<file path="src/rtl/alarm_trigger.sv">
// ============================================================================
// Module   : alarm_trigger
// Purpose  : Alarm-clock ring/snooze/stop controller driven by a 1 Hz tick.
// Revision : 1.0 - initial release
// ============================================================================
`default_nettype none

module alarm_trigger #(
    parameter int RING_LIMIT = 60,
    parameter int SNOOZE_SEC = 300,
    parameter int MAX_SNOOZE = 3
) (
    input  logic       clk,
    input  logic       reset,
    input  logic       tick_1hz,
    input  logic [4:0] cur_hour,
    input  logic [5:0] cur_min,
    input  logic [4:0] alarm_hour,
    input  logic [5:0] alarm_min,
    input  logic       alarm_en,
    input  logic       snooze_btn,
    input  logic       stop_btn,
    output logic       alram_sound,
    output logic       alarm_pending,
    output logic [1:0] snooze_cnt
);

    localparam int RC_W = (RING_LIMIT > 1) ? $clog2(RING_LIMIT) : 1;
    localparam int SC_W = (SNOOZE_SEC > 1) ? $clog2(SNOOZE_SEC) : 1;
    localparam logic [RC_W-1:0] RING_LAST = RC_W'(RING_LIMIT - 1);
    localparam logic [SC_W-1:0] SNZ_LAST  = SC_W'(SNOOZE_SEC - 1);
    localparam logic [1:0]      SNZ_MAX   = 2'(MAX_SNOOZE);

    typedef enum logic [1:0] {
        IDLE    = 2'd0,
        RINGING = 2'd1,
        SNOOZE  = 2'd2
    } state_t;

    state_t          state;
    logic [RC_W-1:0] ring_cnt;
    logic [SC_W-1:0] snz_cnt;
    logic            match_d;
    logic            match;
    logic            trigger;

    assign match   = (cur_hour == alarm_hour) && (cur_min == alarm_min);
    // Rising edge of match only, so stopping inside the alarm minute never re-rings.
    assign trigger = alarm_en && match && !match_d;

    always_ff @(posedge clk or posedge reset) begin
        if (reset) begin
            state         <= IDLE;
            alram_sound   <= 1'b0;
            alarm_pending <= 1'b0;
            snooze_cnt    <= 2'd0;
            ring_cnt      <= '0;
            snz_cnt       <= '0;
            match_d       <= 1'b1;
        end else begin
            match_d <= match;
            case (state)
                IDLE: begin
                    if (trigger) begin
                        state         <= RINGING;
                        alram_sound   <= 1'b1;
                        alarm_pending <= 1'b1;
                        ring_cnt      <= '0;
                        snooze_cnt    <= 2'd0;
                    end
                end
                RINGING: begin
                    if (!alarm_en || stop_btn) begin
                        state         <= IDLE;
                        alram_sound   <= 1'b0;
                        alarm_pending <= 1'b0;
                    end else if (snooze_btn && (snooze_cnt < SNZ_MAX)) begin
                        state       <= SNOOZE;
                        alram_sound <= 1'b0;
                        snooze_cnt  <= snooze_cnt + 2'd1;
                        snz_cnt     <= '0;
                    end else if (tick_1hz) begin
                        if (ring_cnt == RING_LAST) begin
                            state         <= IDLE;
                            alram_sound   <= 1'b0;
                            alarm_pending <= 1'b0;
                        end else begin
                            ring_cnt <= ring_cnt + 1'b1;
                        end
                    end
                end
                SNOOZE: begin
                    if (!alarm_en || stop_btn) begin
                        state         <= IDLE;
                        alram_sound   <= 1'b0;
                        alarm_pending <= 1'b0;
                    end else if (tick_1hz) begin
                        if (snz_cnt == SNZ_LAST) begin
                            state       <= RINGING;
                            alram_sound <= 1'b1;
                            ring_cnt    <= '0;
                        end else begin
                            snz_cnt <= snz_cnt + 1'b1;
                        end
                    end
                end
                default: begin
                    state         <= IDLE;
                    alram_sound   <= 1'b0;
                    alarm_pending <= 1'b0;
                end
            endcase
        end
    end

endmodule

`default_nettype wire

</file>
<file path="config.mk">
export PLATFORM = sky130hd
export DESIGN_NAME = alarm_trigger
export DESIGN_NICKNAME = d
export VERILOG_FILES = /design/src/rtl/alarm_trigger.sv
export SDC_FILE = /design/constraint.sdc
export NUM_CORES = 1
export LEC_CHECK = 0
export CAP_MARGIN = 20
export CELL_PAD_IN_SITES_DETAIL_PLACEMENT = 1
export CELL_PAD_IN_SITES_GLOBAL_PLACEMENT = 1
export CORE_AREA = 2 2 56 58
export CTS_BUF_LIST = sky130_fd_sc_hd__clkbuf_8
export CTS_CLUSTER_DIAMETER = 60
export DETAILED_ROUTE_END_ITERATION = 16
export DIE_AREA = 0 0 58 60
export DONT_BUFFER_PORTS = 1
export PLACE_DENSITY = 0.92
export SLEW_MARGIN = 20
export SYNTH_ARGS = -nofsm -noshare
export SYNTH_HDL_FRONTEND = slang
export SYNTH_SLANG_ARGS = --single-unit
</file>
<file path="constraint.sdc">
create_clock -name clk -period 1.8 [get_ports clk]
set_input_delay 0.36 -clock clk [delete_from_list [all_inputs] [get_ports clk]]
set_output_delay 0.36 -clock clk [all_outputs]
set_load 0.01 [all_outputs]
</file>
==> results.py <==
metrics = {
    "finish": {
        "area_growth_pct": 15.39,
        "drive_gt1_frac": 0.1963,
        "nNetsFinal": 195,
        "n_fill_cell": 338,
        "antenna_cells": 0,
        "utilization": 0.5461,
        "fin_area_um2": 1585,
    },
    "floorplan": {
        "core.rowCount": 20,
        "dieArea_um2": 3480,
        "start_util": 0.4733,
        "ioPinCount": 32,
        "core_area_um2": 2903,
        "die_x_um": 58,
        "die_y_um": 60,
    },
    "power": {
        "ir_drop_mv": 0.4831,
        "powerDensity_nw_per_um2": 581.7,
        "power_leakage_uw": 0.0006985,
    },
    "sta": {
        "hold_viol_final": 0,
        "fmax_ghz": 0.5670,
        "setup_viol": 0,
        "drv_slew": 0,
        "worstMarginPinSlew_ps": 404.5,
        "skew_ps": 5.143,
        "slew_headroom": 0.7283,
        "min_period_over_period": 0.9798,
        "period_minus_slack_ps": 1764,
    },
    "flow_run": {
        "cap_violations": 0,
    },
    "logic_synthesis": {
        "synth-seq-area-share": 0.4016,
        "avgSynthCellArea_um2": 9.220,
        "synth-main-ff-cell": "dfrtp_1",
        "syn_nets": 180,
        "synthCells": 149,
        "synth.distinct_cells": 43,
        "synth_edf_count": 0,
        "synth_area_um2": 1374,
        "async_flop_share": 1.000,
        "synth-seq-cells": 22,
        "ys.warnings.count": 0,
    },
    "worst_hold_path": {
        "holdCritPathClass": "in2async",
    },
    "worst_setup_path": {
        "cp.arrival_ps": 1940,
        "rr_startpoint": "snz_cnt[1]",
        "cp.required_ps": 1970,
        "crit_path_end_kind": "flip-flop",
        "r2r_end": "alram_sound",
        "critPathLaunch": "snz_cnt[1]",
        "startpoint_type": "flip-flop",
        "crit_path_max_fanout": 3,
        "r2r_slack_ps": 40,
        "worstSetupPathType": "reg2reg",
        "reg2reg_depth": 7,
    },
    "clocking": {
        "worst_skew_pair.late_latency_ps": 260,
        "cts_tree": "yes",
        "cts_root_buf": "clkbuf_8",
        "cts.path.max_buffers": 2,
        "h-tree-depth": 1,
        "clk_pin_slew_worst_paths_ps": 80,
        "cts_made_buffers": 3,
        "clock_sinks": 22,
    },
    "routing": {
        "drtPass1Iterations": 4,
        "drc": 0,
        "postRouteAntennaNets": 0,
        "routed_via_density": 5.990,
        "vias": 1174,
        "first_iter_violations": 28,
        "finalWirelength_um": 3569,
        "avgRoutedWirePerCell_um": 18.21,
    },
    "global_route": {
        "overflow": 0,
        "grt_start_max_net_pins": 23,
        "grt_pass1_vias": 1202,
        "antenna_found_initial": 0,
        "grt_pass1_wl_um": 5692,
        "grt_use_total": 0.2197,
    },
    "place": {
        "hpwl_um": 2549,
        "place_congestion": 0.8152,
        "port_buffers": 0,
        "placed_area_um2": 1474,
    },
    "status": {
        "status": "complete, no violations",
    },
}
layout by cell type (no fill, tap or decap), types with 2 or more instances in the layout:
cell type and count:
a211oi_1 2, a21oi_1 4, a31oi_1 2, and2b_1 2, and3_1 4, buf_4 15, clkbuf_8 4, dfrtp_1 21
ha_1 2, inv_1 3, nand2_1 14, nand2b_1 2, nand3_1 7, nand4_1 3, nor2_1 15, nor2b_1 2
nor3_1 9, nor4_1 2, o21ai_1 4, o32a_1 2, o32ai_1 2, or3_1 2, xnor2_1 4, xor2_1 14
power by group:
part / switching [µW] / leakage (µW) / internal (µW)
Combinational: 33.6 / 0.000368 / 27.5
Clock: 156 / 0.0000288 / 195
Sequential: 8.96 / 0.000302 / 501
synthesized netlist by cell type (3+ instances only):
master,instances,area share
a21oi_1,4,0.015
and3_1,4,0.018
dfrtp_1,21,0.38
ha_1,3,0.027
inv_1,3,0.0082
nand2_1,14,0.038
nand3_1,7,0.025
nand4_1,3,0.014
nor2_1,15,0.041
nor2b_1,3,0.014
nor3_1,10,0.036
o21ai_1,4,0.015
xnor2_1,4,0.025
xor2_1,14,0.089
worst max-delay path, stage by stage (launching register included):
cell,delay [ps]
dfrtp_1,370
ha_2,220
nand4bb_4,130
nor3_1,350
nor3_2,100
buf_4,150
o21ba_2,200
nor3_1,150
cell type report:
cell class	instances	area, µm²	area share
Timing Repair Buffer	15	112.6	0.07103
Clock buffer	4	55.05	0.03473
Tap cell	33	41.29	0.02605
Sequential cell	22	551.8	0.3481
Multi-Input combinational cell	119	813.3	0.5130
Inverter	3	11.26	0.007103
state kept, by name (all words and copies together), names as in the netlist:
signal	count
snooze_cnt	2
state	2
snz_cnt	9
alarm_pending	1
alram_sound	1
match_d	1
ring_cnt	6
per-stage QoR:
step	cells	hold WS [ps]	TNS, ps	setup slack (ps)	total power [µW]
floorplan	149	348.5	0	123.0	561.6
global placement	189	303.7	0	60.20	575.4
detailed placement	189	305.4	-7.635	-7.635	579.5
CTS	195	19.51	0	13.21	931.8
global route	196	41.21	-79.45	-79.45	962.3
finish	196	6.906	0	36.39	922.2
worst max-delay path by stage:
| stage | to | slack, ps | depth (start not counted) |
|---|---|---|---|
| floorplan | ring_cnt[1] | 120 | 6 |
| global placement | ring_cnt[1] | 60 | 6 |
| detailed placement | ring_cnt[1] | -8 | 6 |
| CTS | ring_cnt[1] | 10 | 6 |
| global route | alram_sound | -80 | 7 |
| finish | alram_sound | 40 | 7 |
per-layer routing:
layer / track usage / routed length (µm)
met2: 0.3880 / 1914
met3: 0.03247 / 103
met4: 0.07973 / 97
met5: 0 / 0
met1: 0.2725 / 1453
timing repair:
| item | CTS | global route |
|---|---|---|
| setup buffers | 2 | 1 |
| resized for setup | 1 | 5 |
| endpoints found under the setup margin | 1 | 10 |
| pin swaps | 0 | 0 |
| hold buffers | 0 | 0 |
kinds of logic after synthesis:
logic type / after synthesis / synth area share
simple gates: 74 / 0.2969
compound gates: 24 / 0.1284
flops: 22 / 0.4016
xor+xnor: 18 / 0.1148
buf+inv: 8 / 0.03096
fa+ha+maj: 3 / 0.02733
Note: power is estimated with default switching activity, not from simulation.
==> RTL change 1, RTL diff (config.mk and constraints unchanged) <==
Set the parameter `SNOOZE_SEC` to 150 (it was 300).
--- a/src/rtl/alarm_trigger.sv
+++ b/src/rtl/alarm_trigger.sv
@@ -8,5 +8,5 @@
 module alarm_trigger #(
     parameter int RING_LIMIT = 60,
-    parameter int SNOOZE_SEC = 300,
+    parameter int SNOOZE_SEC = 150,
     parameter int MAX_SNOOZE = 3
 ) (
Formal check against the unedited RTL: no difference found for any inputs over 10 cycles, from zero or initial values and one cycle with reset high; that may be too few to reach the edited logic, so the function may still have changed.
==> RTL change 1 against the original RTL <==
  * Setup slack improved by 0.012 ns
  * Design area decreased by 1.9%
  * Sequential cell count decreased by 1
  * Synthesized cell count decreased by 2.7%
  * Synthesized area decreased by 3.1%
  * Final cell count decreased by 0.51%
  * Via count increased by 4.3%
  * Count of clock-buffer cells in the layout decreased by 1
  * Wire length increased by 11%
  * Maximum frequency increased by 0.71%
  * Critical path type unchanged
Power is not compared: it rests on default switching activity, and its combinational part moved more than twofold at a synthesized area within 25%.
==> RTL change 1: results <==
export IMPL_synth_area_leaders="dfrtp_1 38%, xor2_1 9.9%, nand2_1 4.5%, ha_1 3.8%, a21oi_1 3.4%"
export IMPL_final_fill_count=345
export IMPL_dp_hpwl_um=2910
export IMPL_synth_compound_area_share_pct=19.0
export IMPL_cts_htree_levels=1
export IMPL_status="complete, no violations"
export IMPL_power_static_leakage_nw=0.691
export IMPL_finClkSkew_ns=0.0126
export IMPL_clock_latency_ns=0.27
export IMPL_overflow=0
export IMPL_postLayoutCellArea_sq_um=1560
export IMPL_vias_per_cell=6.28
export IMPL_pre_cts_ws_ns=-0.150
export IMPL_tightest_slew_ns=0.486
export IMPL_synth_mux_area_share_pct=0.752
export IMPL_wl_per_cell_um=20.3
export IMPL_grt_pass1_wl_um=6240
export IMPL_drt_first_iter_violations=72
export IMPL_clk_path_buf_depth=2
export IMPL_placed_cell_area_sq_um=1480
export IMPL_port_buffers=0
export IMPL_reg_top3="snz_cnt (8), ring_cnt (6)"
export IMPL_place_congestion=0.841
export IMPL_cts_setup_buffers=0
export IMPL_synthXorXnorAreaFrac_pct=9.87
export IMPL_rrSetupSlack_ns=0.05
export IMPL_whs_ns=0.00896
export IMPL_syn_inst=145
export IMPL_synth_fa_ha_area_share_pct=3.76
export IMPL_crit_family="flip-flops"
export IMPL_ys_seq_area_share_pct=39.6
export IMPL_drive_above_1_share_pct=22.2
export IMPL_wirelength_um=3960
export IMPL_place_inst=191
export IMPL_grt_max_degree=22
export IMPL_ys_warn_count=0
export IMPL_grt_use_total_pct=24.6
export IMPL_maxSlewViolCount=0
export IMPL_ys_top_cells_by_count="20 x dfrtp_1, 16 x nand2_1, 15 x xor2_1"
export IMPL_antenna_found_initial=0
export IMPL_fin_crit_sh_pct=97.3
export IMPL_crit_slowest_cell="dfrtp_2"
export IMPL_critPathMaxFanout=6
export IMPL_grt_pass1_vias=1303
export IMPL_cp_arrival_ns=1.89
export IMPL_max_stage_delay_ns=0.43
export IMPL_syn_nets=177
[RTL change 1: layer usage]
metal,vias to the layer above,wire (um),global-route usage (%)
met5,-,0,0
met4,0,57,6.64
met3,6,145,6.06
met2,38,2220,46.9
met1,623,1540,26.9
li1,557,-,-
[RTL change 1: area by class of cell]
type,instances,share of cell area (%)
multi-input combinational,116,51.6
sequential,21,34.0
timing repair buffer,15,7.24
clock buffer,3,2.65
tap,33,2.65
inverter,6,1.45
clock inverter,1,0.322
[RTL change 1: report_power, final]
| group | switching (W) | total [W] | internal [W] |
|---|---|---|---|
| Clock | 0.000175 | 0.000330 | 0.000155 |
| Sequential | 0.0000665 | 0.000598 | 0.000532 |
| Combinational | 0.000225 | 0.000397 | 0.000172 |
| Total | 0.000467 | 0.00133 | 0.000858 |
[RTL change 1: final timing paths]
| check | from | to | cells past startpoint |
|---|---|---|---|
| setup / recovery | snooze_cnt[1] | ring_cnt[3] | 8 |
| hold / removal | reset | snz_cnt[3] | 2 |
| setup reg to reg | snooze_cnt[1] | ring_cnt[3] | 8 |
| hold reg to reg | ring_cnt[4] | ring_cnt[4] | 1 |
| max in group asynchronous | reset | match_d | 2 |
| min in group clk | tick_1hz | state[1] | 2 |
[RTL change 1: what timing repair did]
| action | in CTS | in global routing |
|---|---|---|
| gates resized for setup | 2 | 9 |
| setup endpoints to repair | 6 | 13 |
| pin swaps | 0 | 2 |
[RTL change 1: worst register-to-register path, delay by kind of cell (launching register included)]
family / cells / cell delay [ns]
buf+inv: 2 / 0.34
fa+ha+maj: 1 / 0.18
compound gates: 3 / 0.42
simple gates: 2 / 0.26
flops: 1 / 0.43
==> RTL change 2, RTL diff (same settings) <==
Without the edit above. Register the output `snooze_cnt` once more, without a reset; this adds one clock of latency there. The other outputs are not delayed to match.
--- a/src/rtl/alarm_trigger.sv
+++ b/src/rtl/alarm_trigger.sv
@@ -38,4 +38,6 @@
     } state_t;
 
+    logic [1:0] snooze_cnt_s0;
+
     state_t          state;
     logic [RC_W-1:0] ring_cnt;
@@ -54,5 +56,5 @@
             alram_sound   <= 1'b0;
             alarm_pending <= 1'b0;
-            snooze_cnt    <= 2'd0;
+            snooze_cnt_s0 <= 2'd0;
             ring_cnt      <= '0;
             snz_cnt       <= '0;
@@ -67,5 +69,5 @@
                         alarm_pending <= 1'b1;
                         ring_cnt      <= '0;
-                        snooze_cnt    <= 2'd0;
+                        snooze_cnt_s0 <= 2'd0;
                     end
                 end
@@ -75,8 +77,8 @@
                         alram_sound   <= 1'b0;
                         alarm_pending <= 1'b0;
-                    end else if (snooze_btn && (snooze_cnt < SNZ_MAX)) begin
+                    end else if (snooze_btn && (snooze_cnt_s0 < SNZ_MAX)) begin
                         state       <= SNOOZE;
                         alram_sound <= 1'b0;
-                        snooze_cnt  <= snooze_cnt + 2'd1;
+                        snooze_cnt_s0 <= snooze_cnt_s0 + 2'd1;
                         snz_cnt     <= '0;
                     end else if (tick_1hz) begin
@@ -114,4 +116,8 @@
     end
 
+    always_ff @(posedge clk) begin
+        snooze_cnt <= snooze_cnt_s0;
+    end
+
 endmodule
 
Formal check against the unedited RTL: not equivalent (a bounded check fails within 4 cycles, from zero or initial values and one cycle with reset high).
==> RTL change 2 against the original RTL <==
  * Sequential cell count is 2 higher
  * Wire length is 1.4% higher
  * Total power increased by 6.1%
  * Critical path type unchanged
  * Design area increased by 1.9%
  * Setup slack better by 0.074 ns
  * Sequential power rose by 7.6%
  * Highest routed layer unchanged
  * Synthesized area increased by 7.3%
  * Sequential share of layout area increased by 1.8 points
==> RTL change 2: results <==
export IMPL_status="complete, no violations"
export IMPL_wl_met2_um=2000
export IMPL_buffers_excl_clock=7
export IMPL_switching_share_pct=22.0
export IMPL_grt_use_total_pct=20.4
export IMPL_synth_distinct_cells=41
export IMPL_rrSetupSlack_ns=0.11
export IMPL_r2r_end="ring_cnt[3]"
export IMPL_nonClkBufAreaFrac_pct=3.49
export IMPL_synth_fa_ha_area_share_pct=2.55
export IMPL_grtUsageMet1_pct=25.4
export IMPL_synth_mux_area_share_pct=2.89
export IMPL_cts_setup_buffers=0
export IMPL_wl_met3_um=58
export IMPL_p_clk_share_pct=37.6
export IMPL_total_power_w=0.000978
export IMPL_vias_per_cell=6.04
export IMPL_cp_arrival_ns=1.84
export IMPL_pwr_share_comb_pct=6.3
export IMPL_multi_input_area_share_pct=53.0
export IMPL_area_sequential_sq_um=592
export IMPL_clock_fmax_mhz=592
export IMPL_synth_area_leaders="dfrtp_1 36%, xor2_1 7.1%, xnor2_1 4.8%, nor2_1 3.8%, a211oi_2 3.4%"
export IMPL_grt_pass1_vias=1164
export IMPL_place_congestion=0.798
export IMPL_layout_nets=184
export IMPL_dp_hpwl_um=2840
export IMPL_vdd_drop_max_v=0.000453
==> RTL change 2: changes by cell type in the layout (fill, tap and decap cells not counted), sizes merged, moves of 4 or more <==
cell,before,now
nor3,11,3
buf,15,7
xnor2,4,8
nand2,14,10
a21oi,4,8
==> RTL change 2: worst min-delay path by stage <==
stage | from | end | slack, ns | cells past startpoint
3_3_place_gp | reset | ring_cnt[1] | 0.31 | 2
2_1_floorplan | reset | alarm_pending | 0.35 | 1
5_1_grt | reset | ring_cnt[1] | 0.04 | 2
3_5_place_dp | reset | ring_cnt[0] | 0.32 | 2
4_1_cts | reset | snooze_cnt_s0[1] | 0.02 | 2
6_report | reset | alarm_pending | 0.02 | 2
==> RTL change 2: metrics by stage <==
| stage | cells | cell area (sq um) |
|---|---|---|
| after floorplan | 144 | 1470 |
| after global placement | 181 | 1540 |
| after detailed placement | 181 | 1540 |
| after CTS | 185 | 1600 |
| after global routing | 185 | 1620 |
| final | 185 | 1620 |
